<file path="config.mk">
export PLATFORM = sky130hd
export DESIGN_NAME = dmem_arbiter
export DESIGN_NICKNAME = d
export VERILOG_FILES = /design/src/rtl/dmem_arb_pkg.sv /design/src/rtl/arb_wait_counter.sv /design/src/rtl/dmem_arbiter.sv
export SDC_FILE = /design/constraint.sdc
export NUM_CORES = 1
export LEC_CHECK = 0
export BUFFER_PORTS_ARGS = -buffer_cell sky130_fd_sc_hd__buf_2
export CORE_AREA = 2 2 230 232
export CTS_CLUSTER_DIAMETER = 60
export CTS_CLUSTER_SIZE = 28
export DETAILED_ROUTE_END_ITERATION = 16
export DIE_AREA = 0 0 232 234
export HOLD_SLACK_MARGIN = 0.02
export SETUP_SLACK_MARGIN = 0.2
export SLEW_MARGIN = 20
export SYNTH_ARGS = -nofsm -noshare
export SYNTH_HDL_FRONTEND = slang
export SYNTH_SLANG_ARGS = --single-unit
</file>
<file path="constraint.sdc">
create_clock -name clk -period 2.7 [get_ports clk]
set_input_delay 0.54 -clock clk [delete_from_list [all_inputs] [get_ports clk]]
set_output_delay 0.54 -clock clk [all_outputs]
set_load 0.02 [all_outputs]
</file>
<file path="src/rtl/dmem_arb_pkg.sv">
// Shared types and constants for the data-memory arbiter.
package dmem_arb_pkg;

  typedef enum logic {
    PORT_CPU = 1'b0,
    PORT_AUX = 1'b1
  } port_id_t;

  localparam int unsigned DEFAULT_MAX_WAIT = 32'd4;

  // Returns the port that is not p; used to pick the round-robin winner.
  function automatic port_id_t other_port(input port_id_t p);
    port_id_t r;
    if (p == PORT_CPU) begin
      r = PORT_AUX;
    end else begin
      r = PORT_CPU;
    end
    return r;
  endfunction

endpackage

</file>
<file path="src/rtl/arb_wait_counter.sv">
// Saturating starvation counter for the auxiliary port.
// Clear wins over increment; sat_o flags that the count reached MAX_WAIT.
module arb_wait_counter
  import dmem_arb_pkg::*;
#(
  parameter int unsigned WAIT_W   = 8,
  parameter int unsigned MAX_WAIT = DEFAULT_MAX_WAIT
) (
  input  logic clk,
  input  logic rst_n,
  input  logic inc_i,
  input  logic clr_i,
  output logic sat_o
);

  localparam logic [WAIT_W-1:0] MAX_CNT = WAIT_W'(MAX_WAIT);
  localparam logic [WAIT_W-1:0] ONE     = {{(WAIT_W-1){1'b0}}, 1'b1};

  logic [WAIT_W-1:0] cnt_q;
  logic [WAIT_W-1:0] cnt_d;

  // Next count: clear, saturating increment, or hold.
  always_comb begin
    cnt_d = cnt_q;
    if (clr_i) begin
      cnt_d = {WAIT_W{1'b0}};
    end else if (inc_i && (cnt_q != MAX_CNT)) begin
      cnt_d = cnt_q + ONE;
    end else begin
      cnt_d = cnt_q;
    end
  end

  // Counter register.
  always_ff @(posedge clk or negedge rst_n) begin
    if (!rst_n) begin
      cnt_q <= {WAIT_W{1'b0}};
    end else begin
      cnt_q <= cnt_d;
    end
  end

  assign sat_o = (cnt_q == MAX_CNT);

endmodule

</file>
<file path="src/rtl/dmem_arbiter.sv">
// Two-port arbiter in front of the single data-memory port.
// Port 0 is the CPU datapath, port 1 the auxiliary master (loader/debug DMA).
// Default build: CPU fixed priority, port 1 forced to win after MAX_WAIT
// consecutive denied cycles. Defining DMEM_ARB_RR_EN switches contested
// cycles to round-robin via last_gnt and removes the starvation counter.
// Read data comes back one cycle after the grant and is steered to the
// port that issued the read.
module dmem_arbiter
  import dmem_arb_pkg::*;
#(
  parameter int unsigned N        = 64,
  parameter int unsigned MAX_WAIT = DEFAULT_MAX_WAIT,
  parameter int unsigned WAIT_W   = 8
) (
  input  logic         clk,
  input  logic         reset,
  input  logic         p0_req,
  input  logic         p0_we,
  input  logic [N-1:0] p0_addr,
  input  logic [N-1:0] p0_wdata,
  output logic         p0_gnt,
  output logic [N-1:0] p0_rdata,
  output logic         p0_rvalid,
  input  logic         p1_req,
  input  logic         p1_we,
  input  logic [N-1:0] p1_addr,
  input  logic [N-1:0] p1_wdata,
  output logic         p1_gnt,
  output logic [N-1:0] p1_rdata,
  output logic         p1_rvalid,
  output logic         mem_we,
  output logic         mem_re,
  output logic [N-1:0] mem_addr,
  output logic [N-1:0] mem_wdata,
  input  logic [N-1:0] mem_rdata
);

  logic         gnt0_s;
  logic         gnt1_s;
  logic         mem_we_s;
  logic         mem_re_s;
  logic [N-1:0] mem_addr_s;
  logic [N-1:0] mem_wdata_s;

  logic         rd_pend_q;
  logic         rd_pend_d;
  port_id_t     rd_owner_q;
  port_id_t     rd_owner_d;

  logic         p0_rvalid_s;
  logic         p1_rvalid_s;
  logic [N-1:0] p0_rdata_s;
  logic [N-1:0] p1_rdata_s;

`ifdef DMEM_ARB_RR_EN
  port_id_t     last_gnt_q;
  port_id_t     last_gnt_d;
  port_id_t     rr_winner_s;

  assign rr_winner_s = other_port(last_gnt_q);
`else
  logic         sat_s;
  logic         wait_inc_s;
  logic         wait_clr_s;

  // Port 1 is denied while asking; any grant or idle cycle restarts the wait.
  assign wait_inc_s = p1_req & ~gnt1_s;
  assign wait_clr_s = gnt1_s | ~p1_req;

  arb_wait_counter #(
    .WAIT_W   (WAIT_W),
    .MAX_WAIT (MAX_WAIT)
  ) u_wait_cnt (
    .clk   (clk),
    .rst_n (reset),
    .inc_i (wait_inc_s),
    .clr_i (wait_clr_s),
    .sat_o (sat_s)
  );
`endif

  // Grant decision in the request cycle; nothing is granted while in reset.
  always_comb begin
    gnt0_s = 1'b0;
    gnt1_s = 1'b0;
    if (!reset) begin
      gnt0_s = 1'b0;
      gnt1_s = 1'b0;
    end else if (p0_req && p1_req) begin
`ifdef DMEM_ARB_RR_EN
      if (rr_winner_s == PORT_AUX) begin
        gnt1_s = 1'b1;
      end else begin
        gnt0_s = 1'b1;
      end
`else
      if (sat_s) begin
        gnt1_s = 1'b1;
      end else begin
        gnt0_s = 1'b1;
      end
`endif
    end else if (p0_req) begin
      gnt0_s = 1'b1;
    end else if (p1_req) begin
      gnt1_s = 1'b1;
    end else begin
      gnt0_s = 1'b0;
      gnt1_s = 1'b0;
    end
  end

  // Memory-side mux from the granted port; zero when nobody is granted.
  always_comb begin
    mem_addr_s  = {N{1'b0}};
    mem_wdata_s = {N{1'b0}};
    mem_we_s    = 1'b0;
    mem_re_s    = 1'b0;
    if (gnt0_s) begin
      mem_addr_s  = p0_addr;
      mem_wdata_s = p0_wdata;
      mem_we_s    = p0_we;
      mem_re_s    = ~p0_we;
    end else if (gnt1_s) begin
      mem_addr_s  = p1_addr;
      mem_wdata_s = p1_wdata;
      mem_we_s    = p1_we;
      mem_re_s    = ~p1_we;
    end else begin
      mem_addr_s  = {N{1'b0}};
      mem_wdata_s = {N{1'b0}};
      mem_we_s    = 1'b0;
      mem_re_s    = 1'b0;
    end
  end

  // Remember whether a read was issued this cycle and which port owns it.
  always_comb begin
    rd_pend_d  = mem_re_s;
    rd_owner_d = rd_owner_q;
    if (gnt1_s && !p1_we) begin
      rd_owner_d = PORT_AUX;
    end else if (gnt0_s && !p0_we) begin
      rd_owner_d = PORT_CPU;
    end else begin
      rd_owner_d = rd_owner_q;
    end
  end

  // Outstanding-read tracking registers; reset drops any pending read.
  always_ff @(posedge clk or negedge reset) begin
    if (!reset) begin
      rd_pend_q  <= 1'b0;
      rd_owner_q <= PORT_CPU;
    end else begin
      rd_pend_q  <= rd_pend_d;
      rd_owner_q <= rd_owner_d;
    end
  end

`ifdef DMEM_ARB_RR_EN
  // Next last_gnt: follows every grant, holds on idle cycles.
  always_comb begin
    last_gnt_d = last_gnt_q;
    if (gnt0_s) begin
      last_gnt_d = PORT_CPU;
    end else if (gnt1_s) begin
      last_gnt_d = PORT_AUX;
    end else begin
      last_gnt_d = last_gnt_q;
    end
  end

  // Round-robin history register.
  always_ff @(posedge clk or negedge reset) begin
    if (!reset) begin
      last_gnt_q <= PORT_CPU;
    end else begin
      last_gnt_q <= last_gnt_d;
    end
  end
`endif

  // Steer returning read data to its owner; the other port sees zeros.
  always_comb begin
    p0_rvalid_s = 1'b0;
    p1_rvalid_s = 1'b0;
    p0_rdata_s  = {N{1'b0}};
    p1_rdata_s  = {N{1'b0}};
    if (rd_pend_q && (rd_owner_q == PORT_CPU)) begin
      p0_rvalid_s = 1'b1;
      p0_rdata_s  = mem_rdata;
    end else if (rd_pend_q && (rd_owner_q == PORT_AUX)) begin
      p1_rvalid_s = 1'b1;
      p1_rdata_s  = mem_rdata;
    end else begin
      p0_rvalid_s = 1'b0;
      p1_rvalid_s = 1'b0;
    end
  end

  assign p0_gnt    = gnt0_s;
  assign p1_gnt    = gnt1_s;
  assign mem_we    = mem_we_s;
  assign mem_re    = mem_re_s;
  assign mem_addr  = mem_addr_s;
  assign mem_wdata = mem_wdata_s;
  assign p0_rvalid = p0_rvalid_s;
  assign p1_rvalid = p1_rvalid_s;
  assign p0_rdata  = p0_rdata_s;
  assign p1_rdata  = p1_rdata_s;

endmodule

</file>
# Word level (Yosys, flattened, before mapping)
# Cells that the tools add are included.
# op_classes
n_addsub	1
eq_ne	2
n_mux	27
n_bitwise	7
n_reduce_logical	10
# ops
operator	n
64-bit 2-to-1 mux	7
1-bit 2-to-1 mux	18
8-bit 2-to-1 mux	2
8-bit by 1-bit adder with 8-bit output, second input constant	1
8-bit by 3-bit equality test with 1-bit output, second input constant	1
8-bit by 3-bit != test with 1-bit output, second input constant	1
1-bit logical AND	6
1-bit inverter	5
2-bit nonzero test	2
1-bit zero test	2
1-bit bitwise AND	1
1-bit OR	1
# word_totals
ff_bits	10
in_bits	326
out_inout_bits	262
elab_cells	50

# Longest topological paths before layout
# logic_depth
ltp_word	9
mapped_depth	9

# Modules after synthesis
# From an unflattened synthesis, not the netlist that was laid out.
# unflattened
hier_cells	367
area_unflattened_um2	2811.4
# modules_own_cells
module	instances	cells_per_inst	area_per_inst_um2	seq_area_each_um2
dmem_arbiter	1	321	2349.8	50.0
arb_wait_counter	1	46	461.7	200.2

# Worst setup path after synthesis
# OpenSTA, ideal clock, no wires.
# synth_timing
path_type	reg2out
start	register u_wait_cnt.cnt_q[0]
end	output mem_addr[0]
arrival_time_ns	2.012
required_time_ns	2.160
path_slack_ns	0.148
stages_incl_launch_ff	10
path_buffers	4
cell_sequence	dfrtp_1 inv_1 ha_1 or4b_1 buf_2 o21a_1 buf_2 buf_6 buf_6 a32o_1
# synth_via
elab_chain_len	6
elab_cells_between_ends	9
classes_between	1 x eq/ne; 8 x mux
# synth_lines
item	line	rtl
start, declared	arb_wait_counter.sv:19	logic [WAIT_W-1:0] cnt_q;
start signal, assigned	arb_wait_counter.sv:37	cnt_q <= {WAIT_W{1'b0}};
start signal, assigned	arb_wait_counter.sv:39	cnt_q <= cnt_d;
8-bit by 3-bit equality test with 1-bit output (*)	arb_wait_counter.sv:43	assign sat_o = (cnt_q == MAX_CNT);
1-bit 2-to-1 mux	dmem_arbiter.sv:97	if (sat_s) begin
1-bit 2-to-1 mux	dmem_arbiter.sv:89	end else if (p0_req && p1_req) begin
1-bit 2-to-1 mux	dmem_arbiter.sv:86	if (!reset) begin
64-bit 2-to-1 mux	dmem_arbiter.sv:124	end else if (gnt1_s) begin
64-bit 2-to-1 mux (*)	dmem_arbiter.sv:119	if (gnt0_s) begin
end, declared	dmem_arbiter.sv:33	output logic [N-1:0] mem_addr,
# Mark *: on every way between the ends. The rest lies on a longest branch, timed or not.

# Final worst setup path
# layout_timing
start	register u_wait_cnt.cnt_q[1]
end	output mem_addr[6]
# The elaborated chain is that of the path after synthesis.

==> results_tabular.tex <==
\begin{tabular}{lr}
\hline
Metric & Value \\
\hline
\multicolumn{2}{l}{\textbf{Outcome}} \\
\quad Result of the run & complete, but fails checks \\
\quad Failing checks & setup timing \\
\multicolumn{2}{l}{\textbf{CTS}} \\
\quad CTS clock-pin slew for the worst setup and hold paths & 50 ps \\
\quad Clock latency on the worst-skew pair & approximately 240 ps \\
\quad Clock tree root driver cell & sky130\_fd\_sc\_hd\_\_clkbuf\_16 \\
\quad Maximum level of the CTS H-tree & 1 \\
\quad Cts hold-fix bufs & 0 \\
\quad Clock tree from TritonCTS & built \\
\quad Total number of clock tree sinks & 10 \\
\quad Max Root-Sink Buffers & 2 \\
\quad Num CTS Buffers & 3 \\
\multicolumn{2}{l}{\textbf{Synthesis}} \\
\quad Number of warning messages in the yosys log & 0 \\
\quad Netlist area before placement & about 0.003 sq mm \\
\quad Count of cell types in the netlist & 34 \\
\quad Most frequently used flop master after synthesis & sky130\_fd\_sc\_hd\_\_dfrtp\_1 \\
\quad Most repeated cell in the gate-level netlist after synthesis & sky130\_fd\_sc\_hd\_\_a32o\_1 \\
\quad Cell types with the highest counts after synthesis & sky130\_fd\_sc\_hd\_\_a32o\_1, sky130\_fd\_sc\_hd\_\_and2\_1, sky130\_fd\_sc\_hd\_\_and3\_1, sky130\_fd\_sc\_hd\_\_clkbuf\_1, sky130\_fd\_sc\_hd\_\_buf\_2 \\
\quad Yosys top cell by area & sky130\_fd\_sc\_hd\_\_a32o\_1 \\
\quad Number of register bits inferred by synthesis & 10 \\
\quad Post-synth top area share & approximately 42\% \\
\quad Per-instance average area after synthesis & a little under 8 sq um \\
\quad Number of instances in the synthesized netlist & between 300 and 400 \\
\quad Share of the yosys chip area belonging to registers & about 8.2\% \\
\quad Leading post-synthesis cells by cell area & sky130\_fd\_sc\_hd\_\_a32o\_1, sky130\_fd\_sc\_hd\_\_and2\_1, sky130\_fd\_sc\_hd\_\_and3\_1, sky130\_fd\_sc\_hd\_\_dfrtp\_1, sky130\_fd\_sc\_hd\_\_clkbuf\_1 \\
\quad Number of flops mapped to enable cells by yosys & 0 \\
\quad Async SR Flop Fraction & between 90\% and 100\% \\
\quad Net count of the mapped netlist & slightly above 700 \\
\multicolumn{2}{l}{\textbf{Critical path}} \\
\quad Setup crit start kind & flip-flop \\
\quad Cell with the largest stage delay on the worst path & sky130\_fd\_sc\_hd\_\_or4b\_4 \\
\quad CP required & approximately 2200 ps \\
\quad Reg2reg path depth & 6 \\
\quad CP dominant cell by count & sky130\_fd\_sc\_hd\_\_buf\_12 \\
\quad Worst Path Max Fanout & 8 \\
\quad Slack of the worst reg-to-reg path & between 600 and 700 ps \\
\quad Worst Setup End Kind & output port \\
\quad Critical Path AT & 2350 ps \\
\quad Cell chain of the critical path & inv\_2 > ha\_4 > or4b\_4 > o21ai\_4 > buf\_12 > buf\_12 > clkbuf\_16 > a32o\_2 > buf\_6 \\
\quad Max stage delay on crit path & just over 500 ps \\
\quad R2R Path End & rd\_pend\_q \\
\quad Critical R2R Launch & u\_wait\_cnt.cnt\_q[1] \\
\quad Critical setup path kind & flip-flop to output port \\
\multicolumn{2}{l}{\textbf{STA}} \\
\quad RSZ-0062 raised after global routing & true \\
\quad Highest achievable clock rate & approximately 350 MHz \\
\quad Final worst slack & -188 ps \\
\quad Final TNS setup & -15150 ps \\
\quad Final Max Tran Viols & 0 \\
\quad Worst slew pin tran & between 500 and 600 ps \\
\quad Part of the cycle the worst path needs & 107\% \\
\quad Clock period minus worst slack & just under 3000 ps \\
\quad Max transition margin & 63.2\% \\
\quad Clock skew & around 5.2 ps \\
\quad Final setup violation count & 131 \\
\quad Hold violation total from the final report & 0 \\
\multicolumn{2}{l}{\textbf{Global route}} \\
\quad Global-route wire length before repair & between 40 and 50 mm \\
\quad Overflow left after global routing & 0 \\
\quad Maximum number of pins on one net before global-route repair & 66 \\
\quad Via count of the first global-routing pass & $\sim$5300 \\
\quad Total global routing track utilization & a little under an eighth \\
\quad Initial antenna violation count & 32 \\
\multicolumn{2}{l}{\textbf{Floorplan}} \\
\quad DIE AREA & about 0.054 sq mm \\
\quad Core area & 0.0520 sq mm \\
\quad Ports & around 600 \\
\quad Height of the die & 234 microns \\
\quad Die outline width & 232 microns \\
\quad Starting density of the core & roughly 6\% \\
\quad Number of placement rows & 84 \\
\multicolumn{2}{l}{\textbf{Finish}} \\
\quad Layout Nets & 1296 \\
\quad Ratio of cells with drive above 1 in the final layout & 80.4\% \\
\quad Post-layout instance area & about 0.0083 sq mm \\
\quad Synthesis-to-layout area growth & 174\% \\
\multicolumn{2}{l}{\textbf{Place}} \\
\quad Count of buffers from port buffering & between 500 and 600 \\
\quad Last weighted congestion value of the routability-driven placer & 0.955 \\
\quad Estimated wirelength of the detail-placed design & 30.1 mm \\
\quad Total cell area at the placement stage & about 0.0070 sq mm \\
\multicolumn{2}{l}{\textbf{Routing}} \\
\quad Vias post-DR & roughly 6200 \\
\quad Pre-Repair DR Iteration Count & 5 \\
\quad Remaining DRCs & 0 \\
\quad Via density & 3.73 \\
\quad Average detailed-routed wire length per instance & approximately 22 microns \\
\quad Number of antenna-violating nets in the routed design & 0 \\
\quad Initial DRC Count & 370 \\
\quad Wire length after detailed routing & between 30 and 40 mm \\
\multicolumn{2}{l}{\textbf{Power and ir drop}} \\
\quad Part of the total power dissipated in sequential elements & under 10\% \\
\quad Gate power share & 75.5\% \\
\quad Internal power contribution & between 1 and 1.5 mW \\
\quad Reported leakage power & 4.99 nW \\
\quad NetSw & 859 uW \\
\quad Worst IR Drop VDD & 0.184 mV \\
\quad Switching portion of total power & 43.8\% \\
\quad Pwr Density & about 240 mW/mm\^{}2 \\
\quad Clock group share of total power & between 10\% and 20\% \\
\quad Sum of internal, switching and leakage power & 1.96 mW \\
\multicolumn{2}{l}{\textbf{Flow run}} \\
\quad Max Cap Viol & 0 \\
\multicolumn{2}{l}{\textbf{Hold path}} \\
\quad Worst Hold Class & input port to asynchronous set/reset pin \\
\hline
\end{tabular}
logic make-up (layout without fill, tap and decap cells):
| family | count (synthesis) | after routing | share of synthesized area (%) |
|---|---|---|---|
| xor gates and xnor gates | 2 | 2 | 0.576 |
| other | 0 | 3 | 0 |
| buffers and inverters | 70 | 649 | 11.9 |
| AOI/OAI and AO/OA | 146 | 146 | 46.1 |
| and+or+nand+nor | 158 | 158 | 32.4 |
| adders and majority gates | 2 | 2 | 0.822 |
| DFF | 10 | 10 | 8.22 |
power by group through the flow:
stage	registers, mW	logic (mW)	clock network (mW)
2_1_floorplan	0.164	0.630	0
3_3_place_gp	0.184	1.21	0
3_5_place_dp	0.183	1.21	0
4_1_cts	0.180	1.38	0.303
5_1_grt	0.183	1.57	0.314
6_report	0.180	1.48	0.300
final cells by class:
class	instances	area, sq um
Tap cell	688	861
Clock buffer	4	88.8
Timing Repair Buffer	642	4490
Multi-Input combinational cell	308	2630
Fill cell	5864	43700
Antenna cell	3	7.51
Sequential cell	10	251
Inverter	3	11.3
per-layer routing:
layer  vias to the layer above  wire length [microns]  part of all wire (%)  global-route usage, %
li1                       2767                      -                     -                      -
met4                        14                   1040                   2.9                   2.06
met2                       478                  17100                    47                   20.3
met3                        72                   3270                   9.1                   3.08
met1                      2850                  14500                    40                   14.2
met5                         -                     90                  0.25                      0
placed cells by master, fill, tap and decap left out, drive strengths merged, types with 2 or more instances in the layout:
cell type	n
buf	636
a32o	129
and2	68
and3	64
clkbuf	10
dfrtp	10
o21ai	5
nand3	4
a21oi	4
diode	3
nand2	3
or3	3
o211ai	3
nor2	3
inv	3
or4bb	2
xor2	2
nor3	2
nor2b	2
a22o	2
ha	2
state kept, by name, summed over array words and instances, names as in the netlist:
| signal | cells |
|---|---|
| rd_owner_q | 1 |
| u_wait_cnt.cnt_q | 8 |
| rd_pend_q | 1 |
critical path, delay by kind of cell, from the launching register on:
kind | cells | cell delay, ps
buffers and inverters | 5 | 670
AND/OR/NAND/NOR | 1 | 510
AO/OA/AOI/OAI | 2 | 410
adder cells (fa/ha/maj) | 1 | 120
flip-flops | 1 | 380
worst max-delay path by stage:
stage | start | end | cells past startpoint
after detailed placement | u_wait_cnt.cnt_q[0] | mem_we | 7
after global routing | u_wait_cnt.cnt_q[1] | mem_addr[50] | 9
after floorplan | u_wait_cnt.cnt_q[0] | mem_addr[0] | 9
after CTS | u_wait_cnt.cnt_q[0] | mem_addr[39] | 9
final | u_wait_cnt.cnt_q[1] | mem_addr[6] | 9
after global placement | u_wait_cnt.cnt_q[0] | p1_gnt | 7
per-stage QoR:
step | hold WS, ps | utilization (%) | cells | worst slack [ps]
after global routing | 131 | 16.0 | 1658 | -262
final | 125 | 16.0 | 1658 | -188
after detailed placement | 378 | 13.5 | 1632 | -67.8
after floorplan | 244 | - | 388 | 161
after global placement | 380 | 13.5 | 1632 | -38.9
after CTS | 125 | 15.2 | 1645 | -160
repair_timing:
item                                    4_1_cts  5_1_grt
endpoints found under the setup margin      132      132
setup buffers                                 6        2
gates resized for setup                     203       84
endpoints found under the hold margin         0        0
pin swaps                                    15       51
cloned                                        3        8
(Power assumes the default switching activity.)
